==> config.mk <==
export PLATFORM = sky130hd
export DESIGN_NAME = adt7320_poller
export DESIGN_NICKNAME = d
export VERILOG_FILES = /design/src/rtl/adt7320_pkg.sv /design/src/rtl/adt7320_spi_xfer.sv /design/src/rtl/adt7320_poller.sv
export SDC_FILE = /design/constraint.sdc
export NUM_CORES = 1
export LEC_CHECK = 0
export ABC_AREA = 0
export CELL_PAD_IN_SITES_DETAIL_PLACEMENT = 2
export CELL_PAD_IN_SITES_GLOBAL_PLACEMENT = 2
export CORE_MARGIN = 2
export CORE_UTILIZATION = 37
export CTS_CLUSTER_SIZE = 25
export DETAILED_ROUTE_END_ITERATION = 7
export PLACE_DENSITY = 0.84
export SYNTH_ARGS = -nofsm -noshare
export SYNTH_HDL_FRONTEND = slang
export SYNTH_SLANG_ARGS = --single-unit
export TNS_END_PERCENT = 5
==> constraint.sdc <==
create_clock -name clk -period 3.8 [get_ports clk]
set_input_delay 0.38 -clock clk [delete_from_list [all_inputs] [get_ports clk]]
set_output_delay 0.38 -clock clk [all_outputs]
set_load 0.05 [all_outputs]
==> src/rtl/adt7320_pkg.sv <==
// adt7320_pkg: ADT7320 register map, read command, register widths and poller state encoding
package adt7320_pkg;

    localparam logic [2:0] REG_STATUS = 3'd0;
    localparam logic [2:0] REG_CONFIG = 3'd1;
    localparam logic [2:0] REG_TEMP   = 3'd2;
    localparam logic [2:0] REG_ID     = 3'd3;
    localparam logic [2:0] REG_TCRIT  = 3'd4;
    localparam logic [2:0] REG_THYST  = 3'd5;
    localparam logic [2:0] REG_THIGH  = 3'd6;
    localparam logic [2:0] REG_TLOW   = 3'd7;

    localparam logic [7:0] READ_CMD = 8'h40;

    localparam logic [2:0] S_IDLE  = 3'd0;
    localparam logic [2:0] S_SETUP = 3'd1;
    localparam logic [2:0] S_SHIFT = 3'd2;
    localparam logic [2:0] S_HOLD  = 3'd3;
    localparam logic [2:0] S_GAP   = 3'd4;

    function automatic logic [4:0] reg_bits(input logic [2:0] a);
        case (a)
            REG_TEMP, REG_TCRIT, REG_THIGH, REG_TLOW:  return 5'd16;
            REG_STATUS, REG_CONFIG, REG_ID, REG_THYST: return 5'd8;
        endcase
    endfunction

endpackage

==> src/rtl/adt7320_spi_xfer.sv <==
// adt7320_spi_xfer: one mode-3 SPI read (command byte out, nbits data in), done strobes on the last clk
module adt7320_spi_xfer
    import adt7320_pkg::*;
#(
    parameter int SCLK_DIV = 4
) (
    input  logic        clk,
    input  logic        reset_n,
    input  logic        go,
    input  logic [2:0]  addr,
    input  logic [4:0]  nbits,
    input  logic        dout,
    output logic        sclk,
    output logic        din,
    output logic [15:0] rdata,
    output logic        done
);
    localparam int CW = (SCLK_DIV > 2) ? $clog2(SCLK_DIV) : 1;

    logic          active;
    logic [CW-1:0] cnt;
    logic [4:0]    bitn;
    logic [7:0]    sr;
    logic [7:0]    cmd;
    logic          tick;

    assign cmd  = READ_CMD | {2'b00, addr, 3'b000};
    assign tick = cnt == CW'(SCLK_DIV - 1);
    assign done = active && sclk && tick && bitn == 5'd7 + nbits;

    // half-period divider: din moves on sclk fall, dout captured on sclk rise for data bits
    always_ff @(posedge clk or negedge reset_n) begin
        if (!reset_n) begin
            active <= 1'b0;
            cnt    <= '0;
            bitn   <= '0;
            sr     <= '0;
            sclk   <= 1'b1;
            din    <= 1'b0;
            rdata  <= '0;
        end else if (go) begin
            active <= 1'b1;
            cnt    <= '0;
            bitn   <= '0;
            sclk   <= 1'b0;
            din    <= cmd[7];
            sr     <= {cmd[6:0], 1'b0};
            rdata  <= '0;
        end else if (active) begin
            cnt <= tick ? '0 : cnt + 1'b1;
            if (tick) begin
                if (!sclk) begin
                    sclk <= 1'b1;
                    if (bitn >= 5'd8) rdata <= {rdata[14:0], dout};
                end else if (done) begin
                    active <= 1'b0;
                end else begin
                    sclk <= 1'b0;
                    bitn <= bitn + 1'b1;
                    din  <= sr[7];
                    sr   <= {sr[6:0], 1'b0};
                end
            end
        end
    end

endmodule

==> src/rtl/adt7320_poller.sv <==
// adt7320_poller: sweeps NCHAN ADT7320 sensors on a shared SPI bus; optional ADT7320_ALARM_EN adds alarm_limit compare
module adt7320_poller
    import adt7320_pkg::*;
#(
    parameter int NCHAN    = 4,
    parameter int SCLK_DIV = 4
) (
    input  logic                clk,
    input  logic                reset_n,
    input  logic [2:0]          addr,
    input  logic [NCHAN-1:0]    chan_mask,
    input  logic                enable,
    input  logic                start,
`ifdef ADT7320_ALARM_EN
    input  logic [15:0]         alarm_limit,
`endif
    output logic [NCHAN*16-1:0] result,
    output logic [NCHAN-1:0]    valid,
    output logic                busy,
    output logic                done,
    output logic [NCHAN-1:0]    alarm,
    output logic [NCHAN-1:0]    cs_n,
    output logic                sclk,
    output logic                din,
    input  logic                dout
);
    localparam int CW = (SCLK_DIV > 2) ? $clog2(SCLK_DIV) : 1;

    logic [2:0]       state;
    logic [CW-1:0]    cnt;
    logic [3:0]       ch, first, nxt;
    logic             more;
    logic [NCHAN-1:0] mask_q;
    logic [2:0]       addr_q;
    logic [15:0]      rdata;
    logic             xfer_done, tick, go, store, sel;

    assign tick  = cnt == CW'(SCLK_DIV - 1);
    assign go    = state == S_SETUP && tick;
    assign store = state == S_HOLD && tick;
    assign sel   = state == S_SETUP || state == S_SHIFT || state == S_HOLD;

    adt7320_spi_xfer #(.SCLK_DIV(SCLK_DIV)) u_xfer (
        .clk     (clk),
        .reset_n (reset_n),
        .go      (go),
        .addr    (addr_q),
        .nbits   (reg_bits(addr_q)),
        .dout    (dout),
        .sclk    (sclk),
        .din     (din),
        .rdata   (rdata),
        .done    (xfer_done)
    );

    // lowest enabled channel for a new sweep, and next enabled channel above the current one
    always_comb begin
        first = '0;
        nxt   = '0;
        more  = 1'b0;
        for (int i = NCHAN - 1; i >= 0; i--) begin
            if (chan_mask[i]) first = 4'(i);
            if (mask_q[i] && 4'(i) > ch) begin
                nxt  = 4'(i);
                more = 1'b1;
            end
        end
    end

    // one chip select low from SETUP through HOLD of the active channel
    always_comb begin
        cs_n = '1;
        for (int i = 0; i < NCHAN; i++) if (sel && ch == 4'(i)) cs_n[i] = 1'b0;
    end

    // channel sequencer: SETUP/HOLD/GAP are SCLK_DIV clks each, SHIFT waits for the shifter
    always_ff @(posedge clk or negedge reset_n) begin
        if (!reset_n) begin
            state  <= S_IDLE;
            cnt    <= '0;
            ch     <= '0;
            mask_q <= '0;
            addr_q <= '0;
            busy   <= 1'b0;
            done   <= 1'b0;
        end else begin
            done <= 1'b0;
            case (state)
                S_IDLE: if ((start || enable) && |chan_mask) begin
                    state  <= S_SETUP;
                    cnt    <= '0;
                    ch     <= first;
                    mask_q <= chan_mask;
                    addr_q <= addr;
                    busy   <= 1'b1;
                end
                S_SETUP: begin
                    cnt <= tick ? '0 : cnt + 1'b1;
                    if (tick) state <= S_SHIFT;
                end
                S_SHIFT: if (xfer_done) begin
                    state <= S_HOLD;
                    cnt   <= '0;
                end
                S_HOLD: begin
                    cnt <= tick ? '0 : cnt + 1'b1;
                    if (tick) state <= S_GAP;
                end
                S_GAP: begin
                    cnt <= tick ? '0 : cnt + 1'b1;
                    if (tick) begin
                        state <= more ? S_SETUP : S_IDLE;
                        ch    <= more ? nxt : ch;
                        busy  <= more;
                        done  <= !more;
                    end
                end
                default: state <= S_IDLE;
            endcase
        end
    end

    // result and sticky valid written on the last HOLD clk of each transaction
    always_ff @(posedge clk or negedge reset_n) begin
        if (!reset_n) begin
            result <= '0;
            valid  <= '0;
        end else if (store) begin
            for (int i = 0; i < NCHAN; i++) begin
                if (ch == 4'(i)) begin
                    result[16*i +: 16] <= rdata;
                    valid[i]           <= 1'b1;
                end
            end
        end
    end

`ifdef ADT7320_ALARM_EN
    // alarm follows each temperature result against the signed limit
    always_ff @(posedge clk or negedge reset_n) begin
        if (!reset_n) begin
            alarm <= '0;
        end else if (store && addr_q == REG_TEMP) begin
            for (int i = 0; i < NCHAN; i++)
                if (ch == 4'(i)) alarm[i] <= $signed(rdata) > $signed(alarm_limit);
        end
    end
`else
    assign alarm = '0;
`endif

endmodule

==> metrics.txt <==
outcome finished clean; Starting Density 0.3819; number of synthesized flops with an enable pin 0; Final Cycle Share 0.7834; met1 WL about 6000 um; clock slew at reported path FFs 50 ps; Max Fclk 335.9 MHz; I/O pin count a little over 90; die height 118.4 um; Pre-Repair DR Iteration Count 4; pin slew with the least headroom to its limit 1233 ps; worst ir drop on vdd slightly below 0.4 mV; RSZ-0062 raised after global routing false; setup_tns 0 ps; # fillers 1253; # port buffers 87; sequential cell area fraction in the yosys report 0.5845; via count 3548; clock latency on the worst-skew pair 420 ps; met3 routed wirelength 531 um; final setup margin just over 800 ps; crit path time final 2977 ps; Most used DFF post-synth dfrtp_1; RePlAce Congestion 0.7808; CTS Buf Count 17; vias in the first global route 4085; worst-path maximum fanout 10; pin count of the biggest net entering global routing 66; DRC marker count from the first detailed-route iteration ~140; worst hold margin 74.82 ps; Mapped Area ~4800 sq um; gr usage total 0.2241; CTS tree yes; CTS Hold Bufs 0; clock root buffer clkbuf_16; post_cts resized 0; synthesized instance count 401; Slew HR 0.1747; hold crit path type input pin to async pin; Slowest-stage cell, CP clkdlybuf4s50_1; post-synth top area share 0.5791; Rows a little over 40; share of layout cells above drive strength 1 0.2440; uppermost routed layer met4; core area between 10000 and 15000 sq um; Die Wd 118.4 um; Warnings, synthesis 0; WL met2 7747 um; Slew Viols, Final 0; via-per-instance ratio 5.249; critical-path cell list nor2_1 -> nor2_1 -> nand3b_1 -> clkdlybuf4s50_1; CP required 3420 ps; drt drc 0; total grt overflow 0; count of final hold-check violations 0; maxcap violations 0; initial antenna violation count 0; Final Skew about 9 ps; P_leak around 3.0 nW; largest area contributor in the netlist dfrtp_1; Setup WS pre-CTS 1088 ps; DIE AREA 14010 sq um; Layout area overhead 33.92%; crit-path max cell delay 820 ps; asr flop ratio synth 1.000; DPL Wire Length approximately 9000 um; Post-CTS Setup Bufs 0; Core Util, Final 0.5115; largest cells by area after synthesis dfrtp_1 (58%), mux2_2 (17%), nand2_1 (3.6%); cell with the most instances after synthesis dfrtp_1; Crit path top cell by count nor2_1; setup violators final 0; Post-synth top cells dfrtp_1 (112), mux2_2 (71), nand2_1 (46); number of distinct library cells after synthesis 49; CTS H-Tree Depth 4; Max clock buf depth 2; WL per Instance 21.60 um; Worst setup SP type register; Arrival @ worst endpoint 2600 ps; diode count 0; clk sinks ~110; final wirelength 14600 um; Final Net Count 506; CP Capture Type output port; Syn Area/Cell 12.07 sq um; WS Path Type register to output port; first-pass GRT wire length 24010 um; #FFs+latches synth ~110; Tot Pwr 0.004780 W; final antenna-violating net count 0; pwr/cell area 737.5 nW/um^2
-- layout make-up --
cell class,instances,area [sq um],area share
clock buffers,22,474.2,0.07317
inverters,4,15.01,0.002317
well taps,172,215.2,0.03320
multi-input cells,263,1862,0.2873
flip-flops and latches,113,2829,0.4365
clock inverters,10,180.2,0.02780
repair buffers,92,905.9,0.1398
-- per-layer routing --
metal / vias up / GRT usage
met3: 24 / 0.04923
met4: 0 / 0.08631
met2: 96 / 0.3902
li1: 1583 / -
met5: - / 0
met1: 1845 / 0.2708
-- metrics by stage --
stage	instance area, sq um	cells
floorplan	4851	404
global placement	5827	644
detailed placement	5827	644
CTS	6481	676
global route	6481	676
finish	6481	676
-- path summary, 6_finish.rpt --
check	from	to	slack, ps	cells after the start
hold reg to reg	valid[2]	valid[2]	480	1
setup / recovery	state[1]	cs_n[2]	820	4
min in group clk	valid[2]	valid[2]	480	1
setup reg to reg	cnt[0]	result[45]	1050	6
hold / removal	reset_n	u_xfer.bitn[3]	70	1
max in group asynchronous	reset_n	result[31]	2830	2
-- critical path: cells and delay by family, from the launching register on --
kind                   cells  cell delay [ps]
and+or+nand+nor            3              840
buffers and inverters      1              820
DFF                        1              530
-- cells by family after synthesis --
family / share of synthesized area
AND/OR/NAND/NOR: 0.1362
buffers and inverters: 0.03309
XOR/XNOR: 0.001810
multiplexers: 0.1693
AO/OA/AOI/OAI: 0.06645
adder cells (fa/ha/maj): 0.007757
flip-flops: 0.5845
other: 0.0007749
-- state kept, by name (all words and copies together), names as in the netlist, 2 cells and up --
signal	count
cnt	2
ch	2
mask_q	3
result	64
u_xfer.rdata	16
u_xfer.cnt	2
valid	4
addr_q	3
u_xfer.sr	4
u_xfer.bitn	5
state	3
-- cells in the final DEF (no fill, tap or decap), types with 3 or more instances in the layout --
cell / Yosys / routed
o21ai_0: 20 / 20
nor2b_1: 5 / 5
inv_1: 4 / 4
clkbuf_8: 0 / 3
a21oi_1: 10 / 10
o22ai_1: 3 / 3
dfrtp_1: 112 / 112
clkdlybuf4s50_1: 0 / 86
or2_2: 5 / 5
nor3_1: 4 / 4
a31oi_1: 3 / 3
bufinv_16: 0 / 5
nand3_1: 29 / 29
buf_4: 7 / 6
nor2_1: 20 / 20
clkinv_2: 0 / 3
nand2_1: 46 / 46
conb_1: 1 / 4
clkbuf_16: 0 / 17
ha_1: 3 / 3
mux2_2: 71 / 71
-- power by group --
part	internal, W	switching, W	leakage [nW]
logic	0.000470	0.000825	1.16
clock network	0.00121	0.000561	0.316
registers	0.00143	0.000285	1.52
Note: power is estimated with default switching activity, not from simulation.
